==> src/rtl/block_allocator_pkg.sv <==
// Shared encodings and size helpers for the next-fit block allocator.
package block_alloc_pkg;

    localparam logic [1:0] OP_ALLOC  = 2'd0;
    localparam logic [1:0] OP_FREE   = 2'd1;
    localparam logic [1:0] OP_FORMAT = 2'd2;

    typedef enum logic [2:0] {
        ST_IDLE,
        ST_READ,
        ST_CHECK,
        ST_WRITE,
        ST_FMT,
        ST_DONE
    } state_t;

    // Bit position of the allocated flag inside a header word.
    function automatic int unsigned hdr_flag(input int unsigned data_w);
        return data_w - 1;
    endfunction

    function automatic int unsigned num_blocks(input int unsigned addr_w,
                                               input int unsigned block_words);
        return (32'd1 << addr_w) / block_words;
    endfunction

    function automatic int unsigned idx_w(input int unsigned addr_w,
                                          input int unsigned block_words);
        return $clog2(num_blocks(addr_w, block_words));
    endfunction

endpackage

==> src/rtl/block_allocator_if.sv <==
// Request/completion bundle between a list module and the block allocator.
interface block_allocator_if #(
    parameter int unsigned ADDR_W      = 10,
    parameter int unsigned BLOCK_WORDS = 32
);
    import block_alloc_pkg::*;

    localparam int unsigned IDX_W = idx_w(ADDR_W, BLOCK_WORDS);

    logic              req;
    logic [1:0]        op;
    logic [ADDR_W-1:0] in_address;
    logic              busy;
    logic              done;
    logic              err;
    logic [ADDR_W-1:0] out_address;
    logic [IDX_W:0]    free_count;

    modport master (
        output req, op, in_address,
        input  busy, done, err, out_address, free_count
    );

    modport slave (
        input  req, op, in_address,
        output busy, done, err, out_address, free_count
    );

endinterface

==> src/rtl/block_allocator_next_fit_ptr.sv <==
// Next-fit search pointer cycling over blocks 1..NUM_BLOCKS-1, plus probe counter.
module next_fit_ptr #(
    parameter int unsigned IDX_W      = 5,
    parameter int unsigned NUM_BLOCKS = 32
) (
    input  logic             clock,
    input  logic             reset,
    input  logic             i_load,
    input  logic             i_start,
    input  logic             i_advance,
    output logic [IDX_W-1:0] o_ptr,
    output logic [IDX_W-1:0] o_ptr_nx_c,
    output logic             o_exhausted_c
);

    logic [IDX_W-1:0] r_ptr;
    logic [IDX_W-1:0] r_cnt;

    // Wrap from the last block straight to 1 so the null block is never probed.
    assign o_ptr_nx_c = (r_ptr == IDX_W'(NUM_BLOCKS - 1)) ? IDX_W'(1) : r_ptr + IDX_W'(1);
    // The current probe is the last one the search may make.
    assign o_exhausted_c = (r_cnt == IDX_W'(NUM_BLOCKS - 2));
    assign o_ptr = r_ptr;

    // Pointer and probe-count registers.
    always_ff @(posedge clock or posedge reset) begin
        if (reset) begin
            r_ptr <= IDX_W'(1);
            r_cnt <= '0;
        end else begin
            if (i_load) begin
                r_ptr <= IDX_W'(1);
            end else if (i_advance) begin
                r_ptr <= o_ptr_nx_c;
            end
            if (i_start) begin
                r_cnt <= '0;
            end else if (i_advance) begin
                r_cnt <= r_cnt + IDX_W'(1);
            end
        end
    end

endmodule

==> src/rtl/block_allocator.sv <==
// Next-fit fixed-size block allocator driving a single-port card-list RAM.
module block_allocator #(
    parameter int unsigned ADDR_W      = 10,
    parameter int unsigned DATA_W      = 32,
    parameter int unsigned BLOCK_WORDS = 32
) (
    input  logic              clock,
    input  logic              reset,
    block_allocator_if.slave  bus,
    output logic [ADDR_W-1:0] ram_address,
    output logic              ram_clock,
    output logic [DATA_W-1:0] ram_data,
    output logic              ram_wren,
    input  logic [DATA_W-1:0] ram_q
);
    import block_alloc_pkg::*;

    localparam int unsigned NUM_BLOCKS = num_blocks(ADDR_W, BLOCK_WORDS);
    localparam int unsigned IDX_W      = idx_w(ADDR_W, BLOCK_WORDS);
    localparam int unsigned OFF_W      = $clog2(BLOCK_WORDS);
    localparam int unsigned FC_W       = IDX_W + 1;
    localparam int unsigned FLAG       = hdr_flag(DATA_W);
    localparam logic [DATA_W-1:0] FLAG_WORD = {1'b1, {(DATA_W-1){1'b0}}};

    state_t            r_state,  w_state_nx;
    logic              r_busy;
    logic              r_done;
    logic              r_err,    w_err_nx;
    logic [ADDR_W-1:0] r_out_address, w_out_address_nx;
    logic [FC_W-1:0]   r_free_count,  w_free_count_nx;
    logic [ADDR_W-1:0] r_ram_address, w_ram_address_nx;
    logic [DATA_W-1:0] r_ram_data,    w_ram_data_nx;
    logic              r_ram_wren,    w_ram_wren_nx;
    logic [1:0]        r_op,     w_op_nx;
    logic [IDX_W-1:0]  r_fmt_idx, w_fmt_idx_nx;

    logic              w_ptr_load, w_ptr_start, w_ptr_advance;
    logic [IDX_W-1:0]  w_ptr, w_ptr_nx_c;
    logic              w_exhausted_c;
    logic              w_free_bad_c;
    logic              w_unused_q;

    next_fit_ptr #(
        .IDX_W      (IDX_W),
        .NUM_BLOCKS (NUM_BLOCKS)
    ) u_ptr (
        .clock         (clock),
        .reset         (reset),
        .i_load        (w_ptr_load),
        .i_start       (w_ptr_start),
        .i_advance     (w_ptr_advance),
        .o_ptr         (w_ptr),
        .o_ptr_nx_c    (w_ptr_nx_c),
        .o_exhausted_c (w_exhausted_c)
    );

    // Only the header flag of a read word is ever inspected.
    assign w_unused_q   = ^ram_q[DATA_W-2:0];
    assign w_free_bad_c = (bus.in_address[OFF_W-1:0] != '0) || (bus.in_address == '0);

    // Next-state and next-output logic.
    always_comb begin
        w_state_nx       = r_state;
        w_err_nx         = r_err;
        w_out_address_nx = r_out_address;
        w_free_count_nx  = r_free_count;
        w_ram_address_nx = r_ram_address;
        w_ram_data_nx    = '0;
        w_ram_wren_nx    = 1'b0;
        w_op_nx          = r_op;
        w_fmt_idx_nx     = r_fmt_idx;
        w_ptr_load       = 1'b0;
        w_ptr_start      = 1'b0;
        w_ptr_advance    = 1'b0;

        case (r_state)
            ST_IDLE: begin
                if (bus.req) begin
                    w_op_nx          = bus.op;
                    w_err_nx         = 1'b0;
                    w_out_address_nx = '0;
                    case (bus.op)
                        OP_ALLOC: begin
                            w_state_nx       = ST_READ;
                            w_ram_address_nx = {w_ptr, {OFF_W{1'b0}}};
                            w_ptr_start      = 1'b1;
                        end
                        OP_FREE: begin
                            if (w_free_bad_c) begin
                                w_state_nx = ST_DONE;
                                w_err_nx   = 1'b1;
                            end else begin
                                w_state_nx       = ST_READ;
                                w_ram_address_nx = bus.in_address;
                            end
                        end
                        OP_FORMAT: begin
                            w_state_nx       = ST_FMT;
                            w_ram_address_nx = '0;
                            w_ram_data_nx    = FLAG_WORD;
                            w_ram_wren_nx    = 1'b1;
                            w_fmt_idx_nx     = '0;
                            w_ptr_load       = 1'b1;
                        end
                        default: begin
                            w_state_nx = ST_DONE;
                            w_err_nx   = 1'b1;
                        end
                    endcase
                end
            end
            ST_READ: begin
                w_state_nx = ST_CHECK;
            end
            ST_CHECK: begin
                if (r_op == OP_ALLOC) begin
                    if (!ram_q[FLAG]) begin
                        w_state_nx    = ST_WRITE;
                        w_ram_data_nx = FLAG_WORD;
                        w_ram_wren_nx = 1'b1;
                        w_ptr_advance = 1'b1;
                    end else if (w_exhausted_c) begin
                        // A full lap brings the pointer back to where it started.
                        w_state_nx       = ST_DONE;
                        w_err_nx         = 1'b1;
                        w_out_address_nx = '0;
                        w_ptr_advance    = 1'b1;
                    end else begin
                        w_state_nx       = ST_READ;
                        w_ram_address_nx = {w_ptr_nx_c, {OFF_W{1'b0}}};
                        w_ptr_advance    = 1'b1;
                    end
                end else begin
                    if (!ram_q[FLAG]) begin
                        w_state_nx = ST_DONE;
                        w_err_nx   = 1'b1;
                    end else begin
                        w_state_nx    = ST_WRITE;
                        w_ram_wren_nx = 1'b1;
                    end
                end
            end
            ST_WRITE: begin
                w_state_nx = ST_DONE;
                if (r_op == OP_ALLOC) begin
                    w_out_address_nx = r_ram_address;
                    if (r_free_count != '0) begin
                        w_free_count_nx = r_free_count - FC_W'(1);
                    end
                end else if (r_free_count < FC_W'(NUM_BLOCKS - 1)) begin
                    w_free_count_nx = r_free_count + FC_W'(1);
                end
            end
            ST_FMT: begin
                if (r_fmt_idx == IDX_W'(NUM_BLOCKS - 1)) begin
                    w_state_nx      = ST_DONE;
                    w_free_count_nx = FC_W'(NUM_BLOCKS - 1);
                end else begin
                    w_fmt_idx_nx     = r_fmt_idx + IDX_W'(1);
                    w_ram_address_nx = {r_fmt_idx + IDX_W'(1), {OFF_W{1'b0}}};
                    w_ram_wren_nx    = 1'b1;
                end
            end
            ST_DONE: begin
                w_state_nx = ST_IDLE;
            end
            default: begin
                w_state_nx = ST_IDLE;
            end
        endcase
    end

    // State and registered-output update.
    always_ff @(posedge clock or posedge reset) begin
        if (reset) begin
            r_state       <= ST_IDLE;
            r_busy        <= 1'b0;
            r_done        <= 1'b0;
            r_err         <= 1'b0;
            r_out_address <= '0;
            r_free_count  <= '0;
            r_ram_address <= '0;
            r_ram_data    <= '0;
            r_ram_wren    <= 1'b0;
            r_op          <= OP_ALLOC;
            r_fmt_idx     <= '0;
        end else begin
            r_state       <= w_state_nx;
            r_busy        <= (w_state_nx != ST_IDLE);
            r_done        <= (w_state_nx == ST_DONE);
            r_err         <= w_err_nx;
            r_out_address <= w_out_address_nx;
            r_free_count  <= w_free_count_nx;
            r_ram_address <= w_ram_address_nx;
            r_ram_data    <= w_ram_data_nx;
            r_ram_wren    <= w_ram_wren_nx;
            r_op          <= w_op_nx;
            r_fmt_idx     <= w_fmt_idx_nx;
        end
    end

    assign bus.busy        = r_busy;
    assign bus.done        = r_done;
    assign bus.err         = r_err;
    assign bus.out_address = r_out_address;
    assign bus.free_count  = r_free_count;
    assign ram_address     = r_ram_address;
    assign ram_data        = r_ram_data;
    assign ram_wren        = r_ram_wren;
    assign ram_clock       = clock;

endmodule

==> src/flat_wrapper.sv <==
// flat-port wrapper written by rule: the top's interface ports become plain ports
module block_allocator_flat import block_alloc_pkg::*;
#(
    parameter int unsigned ADDR_W      = 10,
    parameter int unsigned DATA_W      = 32,
    parameter int unsigned BLOCK_WORDS = 32
)
  (clock, reset, ram_address, ram_clock, ram_data, ram_wren, ram_q, bus_req, bus_op, bus_in_address, bus_busy, bus_done, bus_err, bus_out_address, bus_free_count);
  block_allocator_if #(.ADDR_W(ADDR_W), .BLOCK_WORDS(BLOCK_WORDS)) bus_i ();
  input  logic clock;
  input  logic reset;
  output logic [ADDR_W-1:0] ram_address;
  output logic ram_clock;
  output logic [DATA_W-1:0] ram_data;
  output logic ram_wren;
  input  logic [DATA_W-1:0] ram_q;
  input wire logic [$bits(bus_i.req)-1:0] bus_req;
  input wire logic [$bits(bus_i.op)-1:0] bus_op;
  input wire logic [$bits(bus_i.in_address)-1:0] bus_in_address;
  output wire logic [$bits(bus_i.busy)-1:0] bus_busy;
  output wire logic [$bits(bus_i.done)-1:0] bus_done;
  output wire logic [$bits(bus_i.err)-1:0] bus_err;
  output wire logic [$bits(bus_i.out_address)-1:0] bus_out_address;
  output wire logic [$bits(bus_i.free_count)-1:0] bus_free_count;
  assign bus_i.req = bus_req;
  assign bus_i.op = bus_op;
  assign bus_i.in_address = bus_in_address;
  assign bus_busy = bus_i.busy;
  assign bus_done = bus_i.done;
  assign bus_err = bus_i.err;
  assign bus_out_address = bus_i.out_address;
  assign bus_free_count = bus_i.free_count;
  block_allocator #(.ADDR_W(ADDR_W), .DATA_W(DATA_W), .BLOCK_WORDS(BLOCK_WORDS)) u_core (.clock(clock), .reset(reset), .bus(bus_i), .ram_address(ram_address), .ram_clock(ram_clock), .ram_data(ram_data), .ram_wren(ram_wren), .ram_q(ram_q));
endmodule
==> config.mk <==
export PLATFORM = sky130hd
export DESIGN_NAME = block_allocator_flat
export DESIGN_NICKNAME = d
export VERILOG_FILES = /design/src/rtl/block_allocator_pkg.sv /design/src/rtl/block_allocator_if.sv /design/src/rtl/block_allocator_next_fit_ptr.sv /design/src/rtl/block_allocator.sv /design/src/flat_wrapper.sv
export SDC_FILE = /design/constraint.sdc
export NUM_CORES = 1
export LEC_CHECK = 0
export CORE_UTILIZATION = 46
export DETAILED_ROUTE_END_ITERATION = 12
export PLACE_DENSITY_LB_ADDON = 0.3
export SLEW_MARGIN = 25
export SYNTH_ARGS = -nofsm -noshare
export SYNTH_HDL_FRONTEND = slang
export SYNTH_SLANG_ARGS = --single-unit
export TNS_END_PERCENT = 30
==> constraint.sdc <==
create_clock -name clock -period 3 [get_ports clock]
set_input_delay 0.6 -clock clock [delete_from_list [all_inputs] [get_ports clock]]
set_output_delay 0.6 -clock clock [all_outputs]
set_load 0.05 [all_outputs]
### Word-level counts from Yosys, hierarchy flattened

Cells that the tools add are included.
Widths: inputs -> output; s select.

| word-level totals | value |
|---|---|
| register bits after elaboration | 82 |
| bits of input ports | 47 |
| output and inout port bits | 63 |

| cells by class | value |
|---|---|
| add/sub/neg operators | 5 |
| magnitude comparators | 1 |
| equal/unequal tests | 26 |
| multiplexer cells | 63 |
| reductions and logical operators | 22 |

Operators with widths:

| operator | number |
|---|---|
| $mux 32 | 4 |
| $mux 10 | 11 |
| $pmux 10 s3 | 3 |
| $pmux 32 s2 | 1 |
| $mux 5 | 8 |
| $mux 6 | 4 |
| $mux 3 | 7 |
| $mux 1 | 18 |
| $add 5x1->5 const B | 3 |
| $eq 5x5->1 const B | 3 |
| $pmux 3 s5 | 1 |
| $ne 2x2->1 const B | 6 |
| $ne 3x3->1 const B | 4 |
| $pmux 6 s2 | 1 |
| $logic_not 10->1 | 1 |
| $pmux 5 s2 | 1 |
| $reduce_bool 2->1 | 5 |
| $pmux 3 s3 | 1 |
| $reduce_bool 3->1 | 3 |
| $reduce_and 4->1 | 2 |
| $reduce_and 8->1 | 1 |
| $add 6x1->6 const B | 1 |
| $eq 3x2->1 const B | 2 |
| $eq 3x3->1 const B | 2 |
| 20 further kinds | 24 |

### Depth between registers and ports, before layout

| depth | value |
|---|---|
| depth after elaboration | 7 |
| depth in mapped cells | 9 |

### Cells and area by module

Synthesis repeated with hierarchy kept, for this count alone.

| unflattened totals | value |
|---|---|
| cell total of the unflattened synthesis | 375 |
| area, all modules | 3,377.0 sq um |

Modules (own cells, without submodules):

| module | times used | cells an instance | area an instance (sq um) | seq. area each (sq um) |
|---|---|---|---|---|
| block_allocator | 1 | 321 | 2,826.5 | 1,026.0 |
| next_fit_ptr | 1 | 54 | 550.5 | 251.5 |

==> results.json <==
{
  "synth_warnings": 0,
  "via_per_inst": 5.46,
  "antenna_found_initial": 0,
  "portBuffers": 47,
  "critical_path.max_fanout": 2,
  "yosys-top-cells-area": "dfrtp_1 (39%), buf_4 (7.5%), ha_1 (6.2%), mux2_2 (5.6%), nor2_1 (3.3%)",
  "hold_path_class": "in2async",
  "worstMarginPinSlew_ns": 0.720,
  "dpl.hpwl_mm": 5.22,
  "nFillCells": 601,
  "wl_mm": 7.05,
  "cts_tree": "yes",
  "synth_edf_count": 0,
  "final_max_slew_viol_count": 0,
  "r2r-end": "u_core.bus.free_count[5]",
  "chipWidth_um": 85.5,
  "final_nets": 453,
  "netlist_area_um2": 3210,
  "yosysSeqAreaShare_pct": 39.8,
  "insertion_delay_ns": 0.43,
  "grt_max_degree": 21,
  "crit_path_end_kind": "output pin",
  "critical_path_required_ns": 2.40,
  "worstRegToRegCells": 8,
  "start_util_pct": 47.5,
  "io_pins": 110,
  "ys.flop_type": "dfrtp_1",
  "grt_usage_pct": 20.6,
  "worstPathArrival_ns": 2.13,
  "ys_types": 59,
  "maxCapViolations": 0,
  "synth_top_area_share_pct": 39.0,
  "synth_cells": 336,
  "die_h_um": 85.5,
  "skew_ns": 0.0182,
  "rrSetupSlack_ns": 0.40,
  "ant_nets": 0,
  "drc": 0,
  "wire_per_inst_um": 15.0,
  "setup_viol": 0,
  "status": "completed",
  "grt_pass1_wl_mm": 11.7,
  "firstDrtPassIters": 5,
  "synth_area_leader_cell": "dfrtp_1",
  "grt-ovfl-total": 0,
  "startpoint": "clock",
  "p_per_area_nw_per_um2": 985,
  "core_region_area_um2": 6760,
  "ys_async_sr_fraction_pct": 100,
  "fin_tns_setup_ns": 0,
  "power_leakage_nw": 1.81,
  "grt_pass1_vias": 2401,
  "fp.dieArea_um2": 7320,
  "postCtsSetupBuffers": 0,
  "regToRegStartpoint": "u_core.r_op[0]",
  "vias": 2564,
  "worstSetupPathType": "clk2out",
  "n_antenna_cell": 0,
  "num_rows": 30,
  "postPlaceCellArea_um2": 3670,
  "hold_buffers": 0,
  "syn_to_final_growth_pct": 19.3,
  "ys_seq_elements": 51,
  "final_hold_viol_count": 0,
  "crit_end": "ram_clock",
  "gp_congestion": 0.826,
  "syn_avg_cell_area_um2": 9.56,
  "grt_setup_unrepaired": "no",
  "final_cell_area_um2": 3830,
  "slew_headroom_pct": 51.9,
  "first_iter_violations": 243,
  "drive_gt1_share_pct": 11.5,
  "clk_pin_slew_ns": 0.11,
  "peakVddDrop_mv": 0.593,
  "cp-start-kind": "clock port"
}
==> power by group <==
part	leakage [nW]	internal, mW	switching [mW]	total, mW
Clock	0.0856	0.351	0.322	0.673
Combinational	1.05	0.736	1.22	1.96
Sequential	0.669	0.893	0.249	1.14
Total	1.81	1.98	1.79	3.77
==> through the flow <==
stage               util (%)  power (mW)  instances  setup slack [ns]  hold WS, ns
floorplan                  -        2.66        366             0.662        0.456
global placement        54.4        3.11        459             0.104        0.472
detailed placement      54.4        3.17        459            0.0759        0.493
CTS                     56.7        3.77        470             0.260        0.457
global route            56.7        4.03        470            0.0906        0.477
finish                  56.7        3.77        470             0.266        0.440
==> worst min-delay path by stage <==
stage                                           end                       from
after floorplan                 u_core.r_fmt_idx[4]        u_core.r_fmt_idx[4]
after global placement          u_core.r_fmt_idx[4]        u_core.r_fmt_idx[4]
after detailed placement  u_core.bus.out_address[9]  u_core.bus.out_address[9]
after CTS                 u_core.bus.out_address[1]                      reset
after global routing      u_core.bus.out_address[1]                      reset
final                     u_core.bus.out_address[1]                      reset
==> registers in the layout, indices dropped and copies added, names as in the netlist <==
signal and flops:
u_core.bus.done 1, u_core.bus.err 1, u_core.bus.busy 1, u_core.ram_address 10, u_core.r_state 3, u_core.bus.out_address 10
u_core.r_fmt_idx 5, u_core.r_op 2, u_core.u_ptr.r_cnt 5, u_core.ram_wren 1, u_core.bus.free_count 6, u_core.u_ptr.o_ptr 5
u_core.ram_data 1
==> area by class of cell <==
cell class	instances	area [um^2]	share of cell area [%]
flip-flops and latches	51	1280	33.3
clock buffers	9	119	3.10
multi-input cells	255	1700	44.3
repair buffers	55	528	13.8
inverters	17	63.8	1.67
clock inverters	3	47.5	1.24
well taps	80	100	2.61
==> per-layer routing <==
layer	up-vias	wire (um)	part of all wire [%]	GRT usage, %
li1	1222	-	-	-
met1	1251	3170	45	26.5
met2	77	3440	49	34.1
met3	14	325	4.6	4.91
met4	0	119	1.7	7.58
met5	-	0	0	0
==> timing repair <==
action | 4_1_cts | 5_1_grt
endpoints found under the hold margin | 0 | 0
endpoints found under the setup margin | 1 | 0
gates resized for setup | 1 | 0
==> cell usage in the layout, fill, tap and decap left out, drive strengths merged, types with 4 or more instances in the layout <==
| cell type | count |
|---|---|
| xor2 | 8 |
| nand3 | 4 |
| a211oi | 4 |
| nor2b | 11 |
| nor2 | 28 |
| a21oi | 11 |
| nand2 | 21 |
| clkbuf | 8 |
| or4 | 4 |
| a31oi | 9 |
| o21ai | 16 |
| inv | 17 |
| and2 | 8 |
| mux2 | 17 |
| ha | 16 |
| buf | 9 |
| and3 | 13 |
| dfrtp | 50 |
| conb | 31 |
| clkdlybuf4s50 | 46 |
==> kinds of logic (layout without fill, tap and decap cells) <==
| kind of cell | after synthesis | count (layout) | synth area share, % |
|---|---|---|---|
| adder cells (fa/ha/maj) | 17 | 17 | 6.86 |
| AND/OR/NAND/NOR | 109 | 109 | 17.9 |
| AO/OA/AOI/OAI | 70 | 70 | 15.5 |
| other | 1 | 31 | 0.117 |
| flip-flops | 51 | 51 | 39.8 |
| XOR/XNOR | 10 | 10 | 2.73 |
| multiplexers | 18 | 18 | 6.27 |
| buffers and inverters | 60 | 84 | 10.9 |
==> synthesized netlist by cell type (2+ instances only) <==
cell type	count
a21o_1	3
a31oi_1	9
o21bai_1	2
clkbuf_1	7
nor4_1	3
o21ai_0	16
o211ai_1	2
and3_1	13
nor2_1	28
xor2_1	8
dfrtp_1	50
nand2b_1	3
buf_2	4
ha_1	16
xnor2_1	2
mux2_2	16
nand3_1	4
a22oi_1	3
nand4_1	3
o221ai_1	2
o21a_1	2
a211oi_1	4
a21oi_1	11
nand2_1	20
and2_1	8
nor3_1	2
buf_4	32
a41oi_1	2
nor2b_1	11
o22ai_1	3
or4_1	4
inv_1	16
==> worst max-delay path, cell delays in order <==
cell and delay (ns):
clkbuf_8 0.11, clkbuf_8 0.12, dlygate4sd2_1 0.41
(Power assumes the default switching activity.)
